## src/rtl/stream_argmax.sv

```systemverilog
// Streaming argmax/argmin: reduces a valid/ready packet to its extreme value,
// the index of that value's first occurrence, the beat count and an overflow flag.
module stream_argmax #(
  parameter int WIDTH = 32,
  parameter int IDX_W = 8
) (
  input  logic             clk,
  input  logic             rst_n,
  input  logic             in_valid,
  output logic             in_ready,
  input  logic [WIDTH-1:0] in_data,
  input  logic             in_last,
  input  logic             u_mod,
  input  logic             min_mode,
  output logic             out_valid,
  input  logic             out_ready,
  output logic [WIDTH-1:0] out_val,
  output logic [IDX_W-1:0] out_idx,
  output logic [IDX_W:0]   out_cnt,
  output logic             out_ovf
);

  typedef enum logic [1:0] {IDLE, ACC, DONE} stateT;

  stateT            state, nextState;
  logic             armed;
  logic [WIDTH-1:0] best, bestNext;
  logic [IDX_W-1:0] idx, idxNext;
  logic [IDX_W:0]   cnt, cntNext;
  logic             ovf, ovfNext;
  logic             uModQ, minModeQ;
  logic             accept, full, replace;
  logic [WIDTH-1:0] keyIn, keyBest;

  // armed keeps in_ready low until the first clock edge after reset release
  assign in_ready  = armed & (state != DONE);
  assign accept    = in_valid & in_ready;
  assign out_valid = (state == DONE);
  assign full      = cnt[IDX_W];

  // Flipping the MSB maps two's-complement order onto unsigned order
  assign keyIn   = {in_data[WIDTH-1] ^ ~uModQ, in_data[WIDTH-2:0]};
  assign keyBest = {best[WIDTH-1] ^ ~uModQ, best[WIDTH-2:0]};
  assign replace = minModeQ ? (keyIn < keyBest) : (keyIn > keyBest);

  always_comb begin
    nextState = state;
    bestNext  = best;
    idxNext   = idx;
    cntNext   = cnt;
    ovfNext   = ovf;
    case (state)
      IDLE: begin
        if (accept) begin
          bestNext  = in_data;
          idxNext   = '0;
          cntNext   = (IDX_W+1)'(1);
          ovfNext   = 1'b0;
          nextState = in_last ? DONE : ACC;
        end
      end
      ACC: begin
        if (accept) begin
          // Once the packet is full, further beats only raise the overflow flag
          if (full) begin
            ovfNext = 1'b1;
          end else begin
            cntNext = cnt + (IDX_W+1)'(1);
            if (replace) begin
              bestNext = in_data;
              idxNext  = cnt[IDX_W-1:0];
            end
          end
          if (in_last) nextState = DONE;
        end
      end
      DONE: begin
        if (out_ready) nextState = IDLE;
      end
      default: nextState = IDLE;
    endcase
  end

  always_ff @(posedge clk or negedge rst_n) begin
    if (!rst_n) begin
      state    <= IDLE;
      armed    <= 1'b0;
      best     <= '0;
      idx      <= '0;
      cnt      <= '0;
      ovf      <= 1'b0;
      uModQ    <= 1'b0;
      minModeQ <= 1'b0;
      out_val  <= '0;
      out_idx  <= '0;
      out_cnt  <= '0;
      out_ovf  <= 1'b0;
    end else begin
      armed <= 1'b1;
      state <= nextState;
      best  <= bestNext;
      idx   <= idxNext;
      cnt   <= cntNext;
      ovf   <= ovfNext;
      if (state == IDLE && accept) begin
        uModQ    <= u_mod;
        minModeQ <= min_mode;
      end
      // Result registers only change at the closing beat, so they hold between packets
      if (accept && in_last) begin
        out_val <= bestNext;
        out_idx <= idxNext;
        out_cnt <= cntNext;
        out_ovf <= ovfNext;
      end
    end
  end

endmodule

```

## config.mk

```make
export PLATFORM = sky130hd
export DESIGN_NAME = stream_argmax
export DESIGN_NICKNAME = d
export VERILOG_FILES = /design/src/rtl/stream_argmax.sv
export SDC_FILE = /design/constraint.sdc
export NUM_CORES = 1
export LEC_CHECK = 0
export ABC_AREA = 0
export BUFFER_PORTS_ARGS = -buffer_cell sky130_fd_sc_hd__buf_2
export CORE_MARGIN = 1.5
export CORE_UTILIZATION = 45
export DETAILED_ROUTE_END_ITERATION = 6
export GPL_TIMING_DRIVEN = 0
export PLACE_DENSITY = 0.64
export SYNTH_ARGS = -nofsm -noshare
export SYNTH_HDL_FRONTEND = slang
export SYNTH_SLANG_ARGS = --single-unit
```

## constraint.sdc

```tcl
create_clock -name clk -period 5.1 [get_ports clk]
set_input_delay 1.275 -clock clk [delete_from_list [all_inputs] [get_ports clk]]
set_output_delay 1.275 -clock clk [all_outputs]
set_load 0.02 [all_outputs]
```

==> results of run 1 <==
-- cells in the final DEF, fill, tap and decap left out, types with 20 or more instances in the layout --
| cell | count |
|---|---|
| ha_1 | 32 |
| nor2_1 | 51 |
| inv_1 | 33 |
| a31oi_1 | 40 |
| dfrtp_1 | 105 |
| o21ai_1 | 30 |
| nand2_1 | 89 |
| mux2_2 | 20 |
| nand3_2 | 30 |
| buf_2 | 92 |
-- metrics by stage --
step | setup WS, ns | hold slack (ns)
floorplan | 1.29 | 0.458
global placement | 0.883 | 0.471
detailed placement | 0.864 | 0.484
CTS | 1.21 | 0.501
global route | 1.04 | 0.525
finish | 1.19 | 0.502
-- critical path: stages --
cell and delay (ns):
buf_2 0.11, ha_1 0.31, a21o_1 0.18, a21o_1 0.18, a211o_1 0.28, and3_1 0.19
nor4_2 0.39, mux2i_2 0.67, mux2_2 0.42, a31oi_1 0.16
-- where the power goes --
group	internal [W]	switching, W
Sequential	0.00114	0.000203
Combinational	0.000519	0.000776
Clock	0.000430	0.000293
-- worst paths after layout --
path                                           to  slack [ns]  cells after the start
max in group asynchronous    minModeQ$_DFFE_PN0P_        3.43                      2
max reg2reg                out_idx[7]$_DFFE_PN0P_        1.84                     10
min                              idx[6]$_DFF_PN0_        0.50                      2
min reg2reg                      idx[6]$_DFF_PN0_        0.50                      2
max                        out_idx[7]$_DFFE_PN0P_        1.19                     10
min in group asynchronous  out_cnt[0]$_DFFE_PN0P_        0.99                      1
-- flip-flops by register name, summed over array words and instances (netlist names), 2 cells and up --
register	count
best	32
out_val	32
cnt	9
out_cnt	9
idx	8
out_idx	8
state	2
-- cells by family after synthesis --
family / after synthesis / synth area share
xor gates and xnor gates: 1 / 0.00164
muxes: 24 / 0.0509
adders and majority gates: 32 / 0.0748
DFF: 105 / 0.491
other: 1 / 0.000700
AOI/OAI and AO/OA: 113 / 0.123
and+or+nand+nor: 208 / 0.205
buffers and inverters: 60 / 0.0533
-- per-layer routing --
layer	part of all wire	wire length (um)	vias to the layer above
met3	0.047	589	12
met2	0.48	5950	113
met5	0	0	-
met1	0.46	5730	2024
li1	-	-	2094
met4	0.012	154	0
-- layout make-up --
type                            count  area [um2]
Fill cell                        1054        5190
Sequential cell                   105        2630
Multi-Input combinational cell    379        2440
Timing Repair Buffer               91         480
Clock buffer                       11         233
Tap cell                          143         179
Buffer                             27         161
Inverter                           33         124
Clock inverter                      5        80.1
==> results.toml, run 1 <==
[clocking]
cts_max_level = 3
hold_buffers = 0
cts-root-buf = "clkbuf_16"
cts_tree = "built"
cts_setup_buffers = 0
cts-resized-gates = 0
cts.clk_slew.worst_paths_ns = 0.07
cts_sinks = 105
clock_path_buffers = 2
clk_latency_ns = 0.34
cts_buffers = 9

[routing]
drc = 6
firstDrtPassIters = 6
vias_per_cell = 5.34
drt_wl_total_mm = 12.4
drtIter0Drc = 268
antenna_left = 0
vias = 4243
wl_per_cell_um = 15.6

[floorplanning]
fp-row-count = 39
core_area_um2 = 11500
fp.dieArea_um2 = 12600
die_x_um = 112
floorplan.initialDensity = 0.465
die_h_um = 112
io_pins = 91

[global_route]
grt.met1_usage = 0.282
overflow = 0
grt_max_degree = 54
track_usage = 0.209
grt_antenna_before_repair = 0
grt_pass1_vias = 4223
grt-busiest-layer = "met2"
gr-usage-met3 = 0.0319
grtUsageMet2 = 0.349
grt_pass1_wl_mm = 20.8

[timing]
grt_setup_unrepaired = "false"
slew_headroom = 0.539
tns_ns = 0
fin_crit_ns = 3.91
worst_pin_slew_ns = 0.678
hold_violations = 0
final.setup_skew_ns = 0.00653
slew_viol_final = 0
period_share = 0.766
fmax_mhz = 256
setup_viol = 0

[synth]
ys_seq_area_frac = 0.491
ys_top_cells_by_area = "dfrtp_1 (49%), ha_1 (7.5%), nand2_1 (6.2%)"
synth_edf_count = 0
syn_area_um2 = 5360
avgSynthCellArea_um2 = 9.84
synth-main-ff-cell = "dfrtp_1"
synth_top_area_frac = 0.491
synth_fp_nets = 615
synth_seq_cells = 105
synth_area_leader_cell = "dfrtp_1"
synth_common_cells = "dfrtp_1 (105), nand2_1 (89), nor2_1 (51), a31oi_1 (40), inv_1 (33)"
yosysMostFrequentCell = "dfrtp_1"
synthArstFlopShare = 1.00
yosysUniqueCellTypes = 45
synthCells = 544
synth_warnings = 0

[critical_path]
worstSetupPathType = "input pin to register"
timing.rr.start = "best[21]$_DFF_PN0_"
crit_arrival_ns = 4.17
startpoint_type = "input pin"
required_ns = 5.36
crit_start = "in_data[21]"
critPathCaptureType = "register"
critical_path.max_fanout = 9

[placed_design]
port_buffers = 90
gp_congestion = 0.830
hpwl_mm = 9.20
place_inst = 778
post_dp_cell_area_um2 = 6010

[cells_and_area]
n_antenna_cell = 0
finish.utilization = 0.549
instances_no_fill = 794
layout-drive-gt1-share = 0.267
syn2layout_area_growth_pct = 18.2
finish.instance_area_um2 = 6330
nNetsFinal = 717

[min_path]
hold_start = "idx[6]$_DFF_PN0_"
hold_path_class = "register to register"

[power]
finalPower_w = 0.00336
leakagePower_nw = 3.17
power_density_nw_per_um2 = 531
max-vdd-ir-drop_mv = 0.259

[flow_run]
drv_cap = 0

[status]
violations = "DRC"
outcome = "finished, violations left"
(Power assumes the default switching activity.)
==> run 2, diff against run 1 <==
- PLACE_DENSITY: 0.64 -> 0.67
- clock period: 5.1 -> 3.4 ns (I/O delays scaled with it)
==> results.toml, run 2 (synthesis results as in run 1) <==
[status]
outcome = "finished, violations left"
violations = "DRC"

[cells_and_area]
syn2layout_area_growth_pct = 21.7
instances_no_fill = 794
layout-drive-gt1-share = 0.304
final_common_cell = "dfrtp_1"
num-fill-cells = 1021
finish.instance_area_um2 = 6520
mostFrequentLayoutCells = "dfrtp_1 (105), nand2_1 (89), buf_2 (89)"
finish.utilization = 0.566
reg.largest.list = "best x32, out_val x32"
n_antenna_cell = 0
nNetsFinal = 718

[power]
power_density_nw_per_um2 = 805
max-vdd-ir-drop_mv = 0.399
leakagePower_nw = 3.23

[clocking]
clk_latency_ns = 0.34
cts_tree = "built"
hold_buffers = 0
cts.clk_slew.worst_paths_ns = 0.07
clock_path_buffers = 2
cts_buffers = 9
cts-root-buf = "clkbuf_16"
cts_sinks = 105
cts_max_level = 3

[timing]
grt_setup_unrepaired = "false"
period_share = 0.969
slew_headroom = 0.483
final.setup_skew_ns = 0.00776
hold_violations = 0
fmax_mhz = 304
setup_viol = 0
worst_pin_slew_ns = 0.772
slew_viol_final = 0
fin_crit_ns = 3.29

[global_route]
grt_pass1_vias = 4408
grt_antenna_before_repair = 0
grt_max_degree = 58
track_usage = 0.212
overflow = 0
grt_pass1_wl_mm = 21.2

[flow_run]
drv_cap = 0

[critical_path]
critical_path.max_fanout = 10
startpoint_type = "input pin"
timing.rr.start = "best[26]$_DFF_PN0_"
worst-path-buf-inv = 2
r2r_slack_ns = 0.33
critPathCaptureType = "register"
regToRegEndpoint = "out_val[13]$_DFFE_PN0P_"
path_delay_family = "simple AND/OR/NAND/NOR gates"
rr_worst_depth = 11
crit_arrival_ns = 3.50
required_ns = 3.61
crit_chain = "buf_2, ha_1, nand4_1, or4_4, nand4b_4, or3_4, and4b_4, mux2_4, buf_6, o21ai_1, a31oi_1"
critical-path-slowest-cell = "or4_4"
max_stage_delay_ns = 0.52
worstSetupPathType = "input pin to register"

[min_path]
hold_start = "idx[6]$_DFF_PN0_"
min_delay_path_depth = 2
hold_path_end = "idx[6]$_DFF_PN0_"
hold_path_class = "register to register"

[placed_design]
place_inst = 778
post_dp_cell_area_um2 = 6010
gp_congestion = 0.843
port_buffers = 90
hpwl_mm = 9.21

[routing]
vias_per_cell = 5.47
wl_per_cell_um = 15.9
drc = 2
vias = 4342
antenna_left = 0
drt_wl_total_mm = 12.6
drtIter0Drc = 211
firstDrtPassIters = 7

[floorplanning]
io_pins = 91
floorplan.initialDensity = 0.465
core_area_um2 = 11500
fp.dieArea_um2 = 12600
die_h_um = 112
fp-row-count = 39
die_x_um = 112
==> run 2: cell count changes in the layout (fill, tap and decap cells not counted), sizes merged <==
cell / delta
clkbuf: -1
buf: +1
clkinv: +1
clkinvlp: -2
bufinv: +1
==> run 2: worst reg2reg max path, cell delays in order (launching register included) <==
cell	delay (ns)
dfrtp_1	0.36
inv_1	0.05
ha_1	0.31
nand4_1	0.13
or4_4	0.52
nand4b_4	0.19
or3_4	0.40
and4b_4	0.22
mux2_4	0.31
buf_6	0.17
o21ai_1	0.17
a31oi_1	0.10
==> run 2: cell type report <==
type / count / area (um2) / area share
Clock buffer: 10 / 239 / 0.0367
Multi-Input combinational cell: 379 / 2560 / 0.393
Inverter: 33 / 124 / 0.0190
Buffer: 27 / 180 / 0.0276
Tap cell: 143 / 179 / 0.0274
Clock inverter: 5 / 104 / 0.0159
Timing Repair Buffer: 92 / 500 / 0.0768
Sequential cell: 105 / 2630 / 0.403
==> run 2: repair_timing <==
item,in CTS,in global routing
endpoints found under the setup margin,8,69
setup buffers,0,1
cloned,0,0
gates resized for setup,2,33
pin swaps,0,1
hold endpoints to repair,0,0
==> run 2: how the worst max path moves through the flow <==
| stage | cells past startpoint | start | endpoint | slack (ns) |
|---|---|---|---|---|
| after CTS | 11 | in_data[27] | out_val[20]$_DFFE_PN0P_ | 0.01 |
| final | 11 | in_data[26] | out_val[13]$_DFFE_PN0P_ | 0.11 |
| after global placement | 10 | in_data[21] | out_idx[6]$_DFFE_PN0P_ | -0.39 |
| after detailed placement | 10 | in_data[21] | out_idx[4]$_DFFE_PN0P_ | -0.42 |
| after global routing | 11 | in_data[26] | out_val[0]$_DFFE_PN0P_ | 0.009 |
| after floorplan | 9 | in_data[21] | out_idx[1]$_DFFE_PN0P_ | 0.02 |
==> run 2: power by group <==
group	leakage [nW]	internal [W]	switching [W]
Clock	0.169	0.000735	0.000438
Combinational	1.81	0.000836	0.00122
Sequential	1.25	0.00171	0.000308
Total	3.23	0.00328	0.00197
==> run 2: layer usage <==
metal,wire [um],vias up,track usage
met3,516,15,0.0362
li1,-,2105,-
met4,232,0,0.0979
met2,6160,90,0.349
met1,5700,2132,0.275
met5,0,-,0
==> run 2: metrics by stage <==
step | setup TNS, ns | setup slack (ns) | power, W | hold WS [ns]
2_1_floorplan | 0 | 0.0159 | 0.00339 | 0.458
3_5_place_dp | -24.46 | -0.416 | 0.00399 | 0.480
4_1_cts | 0 | 0.0125 | 0.00521 | 0.497
5_1_grt | 0 | 0.00920 | 0.00563 | 0.518
3_3_place_gp | -23.48 | -0.395 | 0.00391 | 0.471
6_report | 0 | 0.106 | 0.00525 | 0.494
==> run 3, diff against run 2 <==
--- a/config.mk
+++ b/config.mk
@@ -17 +17,2 @@
 export SYNTH_SLANG_ARGS = --single-unit
+export TNS_END_PERCENT = 100
==> constraint.sdc (replaced) <==
create_clock -name clk -period 3.4 [get_ports clk]
set_input_delay 0.34 -clock clk [delete_from_list [all_inputs] [get_ports clk]]
set_output_delay 0.34 -clock clk [all_outputs]
set_load 0.02 [all_outputs]
==> results.toml, run 3 (synthesis results as in run 1) <==
[cells_and_area]
num-fill-cells = 1038
layout-drive-gt1-share = 0.272
instances_no_fill = 793
n_antenna_cell = 0
nNetsFinal = 717
reg.largest.list = "best x32, out_val x32"
mostFrequentLayoutCells = "dfrtp_1 (105), buf_2 (92), nand2_1 (89)"
syn2layout_area_growth_pct = 19.0
final_common_cell = "dfrtp_1"

[floorplanning]
fp-row-count = 39
io_pins = 91
fp.dieArea_um2 = 12600
die_h_um = 112
core_area_um2 = 11500
die_x_um = 112
floorplan.initialDensity = 0.465

[critical_path]
required_ns = 3.66
r2r_slack_ns = 0.19
critPathCaptureType = "register"
timing.rr.start = "best[21]$_DFF_PN0_"
rr_worst_depth = 10
crit_start = "best[21]$_DFF_PN0_"
startpoint_type = "register"
regToRegEndpoint = "out_idx[4]$_DFFE_PN0P_"
crit_arrival_ns = 3.48
critical_path.max_fanout = 9
worstSetupPathType = "register to register"

[clocking]
clk_latency_ns = 0.35
cts_tree = "built"
cts.clk_slew.worst_paths_ns = 0.07
cts-root-buf = "clkbuf_16"
cts_max_level = 3
clock_path_buffers = 2
hold_buffers = 0
cts_buffers = 9
cts_sinks = 105

[timing]
slew_headroom = 0.543
grt_setup_unrepaired = "false"
tns_ns = 0
fin_crit_ns = 3.21
setup_viol = 0
fmax_mhz = 311
final.setup_skew_ns = 0.00905
period_share = 0.946
slew_viol_final = 0
worst_pin_slew_ns = 0.682
hold_violations = 0

[min_path]
hold_path_class = "input pin to async pin"

[placed_design]
place_inst = 778
hpwl_mm = 9.21
port_buffers = 90
gp_congestion = 0.843

[flow_run]
drv_cap = 0

[status]
violations = "DRC"
outcome = "finished, violations left"

[routing]
drc = 2
firstDrtPassIters = 7
wl_per_cell_um = 15.7
drtIter0Drc = 227
antenna_left = 0
drt_wl_total_mm = 12.4
vias = 4284
vias_per_cell = 5.40

[global_route]
grt_max_degree = 58
grt_pass1_vias = 4411
overflow = 0
grt_antenna_before_repair = 0
grt_pass1_wl_mm = 21.2
track_usage = 0.212

[power]
power_density_nw_per_um2 = 809
max-vdd-ir-drop_mv = 0.402
leakagePower_nw = 3.20
finalPower_w = 0.00516
==> run 3: routing by layer <==
layer,track usage,vias up,wire length (um)
met3,0.0362,15,510
li1,-,2104,-
met2,0.349,85,5960
met4,0.0979,0,230
met5,0,-,0
met1,0.275,2080,5720
==> run 3: timing repair <==
action                                  in CTS  in global routing
gates resized for setup                      0                  3
endpoints found under the setup margin       0                 10
buffers inserted                             0                  0
==> run 3: area by class of cell <==
class	count	area, um2	area share
sequential	105	2630	0.412
buffer	27	161	0.0253
inverter	33	124	0.0194
clock inverter	5	104	0.0163
multi-input combinational	379	2460	0.386
tap	143	179	0.0281
timing repair buffer	91	480	0.0754
clock buffer	10	239	0.0375
==> run 3: per-stage QoR <==
stage	hold slack, ns	worst slack (ns)	util	area [um2]
global route	0.0715	0.000431	0.553	6370
finish	0.0159	0.185	0.553	6370
floorplan	0.0444	0.503	-	5360
global placement	0.471	0.115	0.520	5980
CTS	0.0427	0.114	0.552	6360
detailed placement	0.418	0.0939	0.522	6010
==> run 3: critical path: stages (launching register included) <==
cell,delay [ns]
dfrtp_1,0.36
inv_1,0.05
ha_1,0.30
a21o_1,0.18
a21o_1,0.18
a211o_1,0.28
and3_1,0.20
nor4_2,0.49
mux2i_4,0.53
mux2_2,0.40
a31oi_1,0.16
==> run 3: how the worst max path moves through the flow <==
| stage | endpoint | cells past startpoint | slack [ns] |
|---|---|---|---|
| 3_5_place_dp | out_idx[4]$_DFFE_PN0P_ | 10 | 0.09 |
| 2_1_floorplan | out_idx[1]$_DFFE_PN0P_ | 10 | 0.50 |
| 3_3_place_gp | out_idx[6]$_DFFE_PN0P_ | 10 | 0.12 |
| 5_1_grt | out_val[30]$_DFFE_PN0P_ | 11 | 0.0004 |
| 6_report | out_idx[4]$_DFFE_PN0P_ | 10 | 0.19 |
| 4_1_cts | out_idx[4]$_DFFE_PN0P_ | 10 | 0.11 |
==> run 3: where the power goes <==
group	internal, W	switching (W)
sequential	0.00171	0.000307
combinational	0.000787	0.00118
clock	0.000735	0.000441
